File: config.mk
export PLATFORM = sky130hd
export DESIGN_NAME = controle_clock_flat
export DESIGN_NICKNAME = d
export VERILOG_FILES = /design/src/rtl/controle_clock_pkg.sv /design/src/rtl/controle_clock_if.sv /design/src/rtl/controle_clock_contador_tick.sv /design/src/rtl/controle_clock.sv /design/src/flat_wrapper.sv
export SDC_FILE = /design/constraint.sdc
export NUM_CORES = 1
export LEC_CHECK = 0
export CORE_MARGIN = 2
export CORE_UTILIZATION = 51
export DETAILED_ROUTE_END_ITERATION = 8
export PLACE_DENSITY = 0.8
export SETUP_SLACK_MARGIN = 0.15
export SYNTH_ARGS = -nofsm -noshare
export SYNTH_HDL_FRONTEND = slang
export SYNTH_SLANG_ARGS = --single-unit
File: constraint.sdc
create_clock -name f_in -period 2.15 [get_ports f_in]
set_input_delay 0.43 -clock f_in [delete_from_list [all_inputs] [get_ports f_in]]
set_output_delay 0.43 -clock f_in [all_outputs]
set_load 0.01 [all_outputs]
File: src/rtl/controle_clock_pkg.sv
// Shared types and defaults for the clock-enable scheduler.
package controle_clock_pkg;

    localparam int DIV_WIDTH = 26;
    localparam logic [DIV_WIDTH-1:0] DEFAULT_DIV = 26'd50;

    typedef enum logic [1:0] {
        ST_HALT = 2'd0,
        ST_RUN  = 2'd1,
        ST_STEP = 2'd2
    } state_t;

endpackage

File: src/rtl/controle_clock_if.sv
// Control/status bundle between the board/core side and the tick scheduler.
interface controle_clock_if
    import controle_clock_pkg::*;
#(
    parameter int WIDTH = controle_clock_pkg::DIV_WIDTH
) ();

    logic             run_req;
    logic             step_req;
    logic             halt_req;
    logic             cpu_halt;
    logic             div_load;
    logic [WIDTH-1:0] div_value;
    logic             tick;
    logic             running;
    logic [WIDTH-1:0] div_cur;

    modport master (
        output run_req, step_req, halt_req, cpu_halt, div_load, div_value,
        input  tick, running, div_cur
    );

    modport slave (
        input  run_req, step_req, halt_req, cpu_halt, div_load, div_value,
        output tick, running, div_cur
    );

endinterface

File: src/rtl/controle_clock_contador_tick.sv
// Period counter: counts 0..div and flags terminal count; equality compare means it never wraps.
module contador_tick
    import controle_clock_pkg::*;
#(
    parameter int DIV_WIDTH = controle_clock_pkg::DIV_WIDTH
) (
    input  logic                 f_in,
    input  logic                 reset,
    input  logic                 enable,
    input  logic                 clear,
    input  logic [DIV_WIDTH-1:0] div,
    output logic                 terminal,
    output logic [DIV_WIDTH-1:0] count
);

    localparam logic [DIV_WIDTH-1:0] ONE = {{(DIV_WIDTH-1){1'b0}}, 1'b1};

    assign terminal = enable && (count == div);

    always_ff @(posedge f_in or posedge reset) begin
        if (reset) begin
            count <= '0;
        end else if (clear) begin
            count <= '0;
        end else if (enable) begin
            if (terminal) begin
                count <= '0;
            end else begin
                count <= count + ONE;
            end
        end
    end

endmodule

File: src/rtl/controle_clock.sv
// Clock-enable scheduler: HALT/RUN/STEP sequencing of a programmable-period tick pulse.
//   state   | meaning
//   ST_HALT | counter held at 0, no ticks, divisor may be reloaded
//   ST_RUN  | tick every div+1 cycles until halted
//   ST_STEP | one tick at terminal count, then back to HALT
module controle_clock
    import controle_clock_pkg::*;
#(
    parameter int                   DIV_WIDTH   = controle_clock_pkg::DIV_WIDTH,
    parameter logic [DIV_WIDTH-1:0] DEFAULT_DIV = controle_clock_pkg::DEFAULT_DIV
) (
    input  logic            f_in,
    input  logic            reset,
    controle_clock_if.slave bus
);

    state_t               state;
    logic                 run_q;
    logic                 step_q;
    logic                 tick_q;
    logic                 running_q;
    logic [DIV_WIDTH-1:0] div_q;
    logic [DIV_WIDTH-1:0] count;
    logic                 terminal;
    logic                 halt_any;
    logic                 run_edge;
    logic                 step_edge;
    logic                 cnt_enable;
    logic                 cnt_clear;

    assign halt_any   = bus.halt_req | bus.cpu_halt;
    assign run_edge   = bus.run_req & ~run_q;
    assign step_edge  = bus.step_req & ~step_q;
    assign cnt_enable = (state == ST_RUN) || (state == ST_STEP);
    // A halt clears the count in the same edge it takes effect, so a restart always begins at 0.
    assign cnt_clear  = halt_any || !cnt_enable;

    contador_tick #(
        .DIV_WIDTH (DIV_WIDTH)
    ) u_contador (
        .f_in     (f_in),
        .reset    (reset),
        .enable   (cnt_enable),
        .clear    (cnt_clear),
        .div      (div_q),
        .terminal (terminal),
        .count    (count)
    );

    always_ff @(posedge f_in or posedge reset) begin
        if (reset) begin
            state     <= ST_HALT;
            tick_q    <= 1'b0;
            running_q <= 1'b0;
            run_q     <= 1'b0;
            step_q    <= 1'b0;
            div_q     <= DEFAULT_DIV;
        end else begin
            run_q  <= bus.run_req;
            step_q <= bus.step_req;
            tick_q <= 1'b0;
            if (state == ST_HALT && bus.div_load) begin
                div_q <= bus.div_value;
            end
            if (halt_any) begin
                state     <= ST_HALT;
                running_q <= 1'b0;
            end else begin
                case (state)
                    ST_HALT: begin
                        if (run_edge) begin
                            state     <= ST_RUN;
                            running_q <= 1'b1;
                        end else if (step_edge) begin
                            state     <= ST_STEP;
                            running_q <= 1'b1;
                        end
                    end
                    ST_RUN: begin
                        if (terminal) begin
                            tick_q <= 1'b1;
                        end
                    end
                    ST_STEP: begin
                        if (terminal) begin
                            tick_q    <= 1'b1;
                            state     <= ST_HALT;
                            running_q <= 1'b0;
                        end
                    end
                    default: begin
                        state     <= ST_HALT;
                        running_q <= 1'b0;
                    end
                endcase
            end
        end
    end

    assign bus.tick    = tick_q;
    assign bus.running = running_q;
    assign bus.div_cur = div_q;

endmodule

File: src/flat_wrapper.sv
// flat-port wrapper written by rule: the top's interface ports become plain ports
module controle_clock_flat import controle_clock_pkg::*;
#(
    parameter int                   DIV_WIDTH   = controle_clock_pkg::DIV_WIDTH,
    parameter logic [DIV_WIDTH-1:0] DEFAULT_DIV = controle_clock_pkg::DEFAULT_DIV
)
  (f_in, reset, bus_run_req, bus_step_req, bus_halt_req, bus_cpu_halt, bus_div_load, bus_div_value, bus_tick, bus_running, bus_div_cur);
  controle_clock_if bus_i ();
  input  logic f_in;
  input  logic reset;
  input wire logic [$bits(bus_i.run_req)-1:0] bus_run_req;
  input wire logic [$bits(bus_i.step_req)-1:0] bus_step_req;
  input wire logic [$bits(bus_i.halt_req)-1:0] bus_halt_req;
  input wire logic [$bits(bus_i.cpu_halt)-1:0] bus_cpu_halt;
  input wire logic [$bits(bus_i.div_load)-1:0] bus_div_load;
  input wire logic [$bits(bus_i.div_value)-1:0] bus_div_value;
  output wire logic [$bits(bus_i.tick)-1:0] bus_tick;
  output wire logic [$bits(bus_i.running)-1:0] bus_running;
  output wire logic [$bits(bus_i.div_cur)-1:0] bus_div_cur;
  assign bus_i.run_req = bus_run_req;
  assign bus_i.step_req = bus_step_req;
  assign bus_i.halt_req = bus_halt_req;
  assign bus_i.cpu_halt = bus_cpu_halt;
  assign bus_i.div_load = bus_div_load;
  assign bus_i.div_value = bus_div_value;
  assign bus_tick = bus_i.tick;
  assign bus_running = bus_i.running;
  assign bus_div_cur = bus_i.div_cur;
  controle_clock #(.DIV_WIDTH(DIV_WIDTH), .DEFAULT_DIV(DEFAULT_DIV)) u_core (.f_in(f_in), .reset(reset), .bus(bus_i));
endmodule
# Yosys cells after proc, flatten, opt, wreduce, memory -nomap -nowiden
# Index checks and enable logic that the tools add are counted.
[totals]
wordCells = 44
inputBits = 33
register_bits = 58
output_inout_bits = 28
[classes]
bitwise = 5
eq_ne = 6
n_reduce_logical = 9
n_mux = 16
add_sub_neg = 1
[op_table]
columns = ["cell", "count"]
rows = [
  ["26-bit two-way mux", 3],
  ["26-bit by 1-bit adder with 26-bit output (second input constant)", 1],
  ["26-bit == test", 1],
  ["2-bit two-way mux", 4],
  ["1-bit two-way mux", 7],
  ["2-bit one-hot mux with 3 select lines", 1],
  ["4-bit by 1-bit != test with 1-bit output (second input constant)", 1],
  ["3-bit by 1-bit != test with 1-bit output (second input constant)", 1],
  ["1-bit one-hot mux with 3 select lines", 1],
  ["3-bit AND reduction", 1],
  ["1-bit AND", 2],
  ["2-bit by 1-bit == test with 1-bit output (second input constant)", 1],
  ["2-bit == test (second input constant)", 1],
  ["1-bit logical AND", 2],
  ["2-bit logical NOT", 1],
  ["1-bit logical OR", 2],
  ["2-bit by 1-bit != test with 1-bit output (second input constant)", 1],
  ["1-bit inverter", 2],
  ["2-bit nonzero test", 1],
  ["2-bit OR reduction", 1],
  ["1-bit logical NOT", 1],
  ["1-bit bitwise OR", 1],
]

# Depth between registers and ports, before layout
[logic_depth]
ltp_word = 6
depth_mapped = 8

# By module
# A second synthesis with hierarchy kept.
[unflattened]
cells_unflattened = 285
hier_area_um2 = 3093.0
[by_module_without_submodules]
columns = ["module", "area_each_um2", "instances", "cells_each"]
rows = [
  ["contador_tick", 1731.7, 1, 203],
  ["controle_clock", 1361.3, 1, 82],
]

# Worst setup path after synthesis
# OpenSTA, ideal clock, no wires.
[synth_timing]
kind = "reg-to-reg"
start = "register u_core.state[0]"
end = "register u_core.state[0]"
path_stages_with_launch = 8
t_arrival_ns = 1.660
slack_ns = 0.363
path_cell_list = "dfrtp_1 -> inv_1 -> ha_1 -> nor3b_2 -> a32o_1 -> nor4_2 -> a21o_2 -> mux2_1"
[synth_between]
elab_chain_cells = 5
[synth_lines]
columns = ["element", "line_no", "source"]
rows = [
  ["from (decl)", "controle_clock.sv:17", "state_t state;"],
  ["from (signal assigned)", "controle_clock.sv:52", "state <= ST_HALT;"],
  ["from (signal assigned)", "controle_clock.sv:66", "state <= ST_HALT;"],
  ["from (signal assigned)", "controle_clock.sv:72", "state <= ST_RUN;"],
  ["2-bit by 1-bit == test with 1-bit output / 2-bit == test (equally long branches)", "controle_clock.sv:34, controle_clock.sv:69", ""],
  ["1-bit logical OR", "controle_clock.sv:34", "assign cnt_enable = (state == ST_RUN) || (state == ST_STEP);"],
  ["1-bit logical AND", "controle_clock_contador_tick.sv:18", "assign terminal = enable && (count == div);"],
  ["3-bit by 1-bit != test with 1-bit output (no line)", "--", ""],
  ["3-bit AND reduction (no line)", "--", ""],
]
# Several ways; a longest one is shown, not always the timed one.
# A chain may end at the register's enable or synchronous reset.

# Final worst setup path
[layout_timing]
start = "register u_core.state[1]"
end = "register u_core.state[0]"
# Same word-level chain as after synthesis.

==> flow_summary_export.csv <==
group,metric,value,unit
synth,synth_adder_area_share,0.0170,
sta,setup_violations,0,
critical_path,worst_setup_path_start_kind,"register",
final_layout,diodes,0,
floorplanning,coreArea,5540,um2
clock_network,clk_latency,340,ps
clock_network,cts_root_buf,"clkbuf_8",
grt,grt-ovfl-total,0,
place,hpwl,4750,um
place,post-place-ws,23.7,ps
synth,ys_top_cells_by_count,"55 x dfrtp_1, 36 x nor2_1, 33 x xnor2_1",
route,drc,0,
final_layout,multi_input_area,1450,um2
grt,first_global_vias,2145,
synth,synth_top_family_by_area,"simple AND/OR/NAND/NOR gates",
grt,grt_util_met3,0.0438,
route,first_pass_iters,4,
pwr,vdd_drop_max,458,uV
sta,tns,0,ps
synth,synthFlopType,"dfrtp_1",
synth,yosys-top-cells-area,"dfrtp_1 47%, mux2_2 9.9%, xnor2_1 9.8%",
clock_network,cts_max_level,3,
critical_path,cp-end-kind,"register",
final_layout,register_area,1460,um2
sta,slew_headroom,0.693,
synth,synth_edf_count,0,
sta,finalCritPeriodShare,0.905,
route,drt-vias-per-instance,5.32,
route,vias,2165,
synth,synth_cell_types,34,
synth,yosysWarnings,0,
floorplanning,rows,27,
grt,antenna_found_initial,0,
route,routed_wl,6330,um
pwr,p_seq_frac,0.468,
sta,rsz0062_at_grt,"yes",
synth,yosysSeqAreaShare,0.493,
grt,grt_max_degree,31,
route,drtAntennaViolNets,0,
synth,syn_inst,260,
clock_network,clockBufferDepth,2,
place,dpl_cell_area,3630,um2
final_layout,design_area,3860,um2
synth,synth-async-reset-ratio,1.00,
pwr,cellLeakagePower,0.00153,uW
final_layout,post_route_cells_drive_above_1_share,0.206,
grt,grtUsageMet2,0.327,
job,cap_violations,0,
route,routedWlPerCell,15.6,um
pwr,combPwrFrac,0.208,
pwr,power.density,699,nW/um2
synth,synth_top_area_cell,"dfrtp_1",
place,portBuffers,60,
grt,busiest_layer,"met2",
final_layout,nNetsFinal,368,
worst_hold_path,hold_class,"input pin to asynchronous set/reset pin",
synth,yosysTopAreaCellShare,0.466,
final_layout,final_util,0.697,
critical_path,required,2370,ps
pwr,power.switching,717,uW
floorplanning,ios,61,
sta,timing.fmax,0.514,GHz
grt,grt_pass1_wl,10300,um
clock_network,clock-sinks,58,
sta,slew_violations,0,
critical_path,arrival,2170,ps
status,status,"completed",
synth,synthXorXnorAreaFrac,0.148,
final_layout,nFillCells,422,
sta,hold_viol,0,
clock_network,cts_buffers,9,
clock_network,cts_tree,"yes",
sta,worstMarginPinSlew,459,ps
route,drt-initial-drc-count,113,
pwr,swShare,0.266,
grt,globalRouteMet1Util,0.284,
pwr,p_int,1980,uW
sta,period_needed,1950,ps
synth,synth-simple-area-share,0.185,
place,place.gp.congestion,0.881,
floorplanning,floorplan.initialDensity,0.533,
pwr,p_clk_frac,0.323,
floorplanning,die_h,80.1,um
clock_network,path_clk_slew,60,ps
critical_path,cp_max_fo,3,
sta,skew,6.32,ps
floorplanning,die-width,80.1,um
synth,muxShareOfSynthArea,0.110,
synth,syn-num-nets,297,
sta,fin_ws,204,ps
synth,synth_most_common_cell,"dfrtp_1",
final_layout,area_delta_synth_final,30.9,%
floorplanning,die-area,6410,um2
synth,synth-seq-cells,58,
critical_path,worstSetupPathType,"register to register",
synth,synthesis.area,2950,um2
grt,grtUsageTotal,0.216,
synth,syn_area_per_cell,11.4,um2
synth,synth_compound_area_frac,0.0123,
[area by class of cell]
cell class	instances	share of cell area
clock buffer	12	0.0402
multi-input combinational	188	0.376
clock inverter	3	0.00389
inverter	6	0.00583
timing repair buffer	68	0.174
tap	72	0.0233
sequential	58	0.377
[path summary, 6_finish.rpt]
kind | start | to | slack (ps) | depth (start not counted)
setup / recovery | u_core.state[1] | u_core.state[0] | 200 | 7
hold / removal | reset | u_core.u_contador.count[4] | 370 | 2
setup reg to reg | u_core.state[1] | u_core.state[0] | 200 | 7
hold reg to reg | u_core.bus.running | u_core.bus.running | 530 | 2
max in group asynchronous | reset | u_core.bus.div_cur[4] | 1190 | 3
min in group f_in | u_core.bus.running | u_core.bus.running | 530 | 2
[state kept, by name, indices dropped and copies added (netlist names)]
name                     count
u_core.bus.div_cur          26
u_core.u_contador.count     26
u_core.step_q                1
u_core.state                 2
u_core.run_q                 1
u_core.bus.running           1
u_core.bus.tick              1
[metrics by stage]
stage | hold WS, ps | total power (uW) | instances
after floorplan | 461 | 1530 | 260
after global placement | 512 | 1820 | 391
after detailed placement | 526 | 1830 | 391
after CTS | 366 | 2710 | 406
after global routing | 413 | 2820 | 407
final | 366 | 2700 | 407
[power by group through the flow]
stage	combinational [uW]	sequential [uW]	clock (uW)
final	563	1260	873
after floorplan	230	1300	0
after CTS	554	1260	892
after global routing	603	1280	944
after global placement	539	1280	0
after detailed placement	551	1280	0
[worst max-delay path, stage by stage (launching register included)]
cell,delay (ps)
dfrtp_1,350
inv_1,100
ha_4,180
nor3b_2,150
a32o_2,270
nor4_4,290
a21o_2,180
mux2_1,310
[kinds of logic (layout without fill, tap and decap cells)]
kind of cell / count (synthesis) / count (layout)
DFF: 58 / 58
adders and majority gates: 4 / 4
and+or+nand+nor: 100 / 100
AOI/OAI and AO/OA: 5 / 5
buffers and inverters: 14 / 89
muxes: 29 / 29
xor gates and xnor gates: 50 / 50
[layout by cell type, fill, tap and decap left out, types with 2 or more instances in the layout]
cell | synthesis | routed
nor4_4 | 1 | 2
buf_4 | 0 | 7
inv_1 | 6 | 4
dfrtp_1 | 55 | 55
inv_2 | 0 | 2
dfstp_2 | 3 | 3
clkbuf_8 | 0 | 11
xnor2_1 | 33 | 29
nand3_1 | 12 | 12
xnor2_2 | 0 | 4
and4_1 | 3 | 3
nand2_1 | 16 | 16
mux2_2 | 26 | 26
nor2_1 | 36 | 36
clkdlybuf4s50_1 | 0 | 60
mux2i_1 | 2 | 2
nand2b_1 | 2 | 2
nor4_2 | 2 | 2
nor3_1 | 2 | 2
ha_1 | 4 | 3
clkinv_2 | 0 | 3
xor2_1 | 17 | 17
nand4_1 | 19 | 19
[per-layer routing]
layer | share of wire | up-vias
li1 | - | 1030
met4 | 0.033 | 0
met2 | 0.48 | 72
met3 | 0.062 | 19
met1 | 0.42 | 1044
met5 | 0 | -
[what timing repair did]
action,CTS,global route
gates resized for setup,0,10
setup buffers,0,1
setup endpoints to repair,0,19
hold buffers,0,0
hold endpoints to repair,0,0
Power figures use the tool's default switching activity.
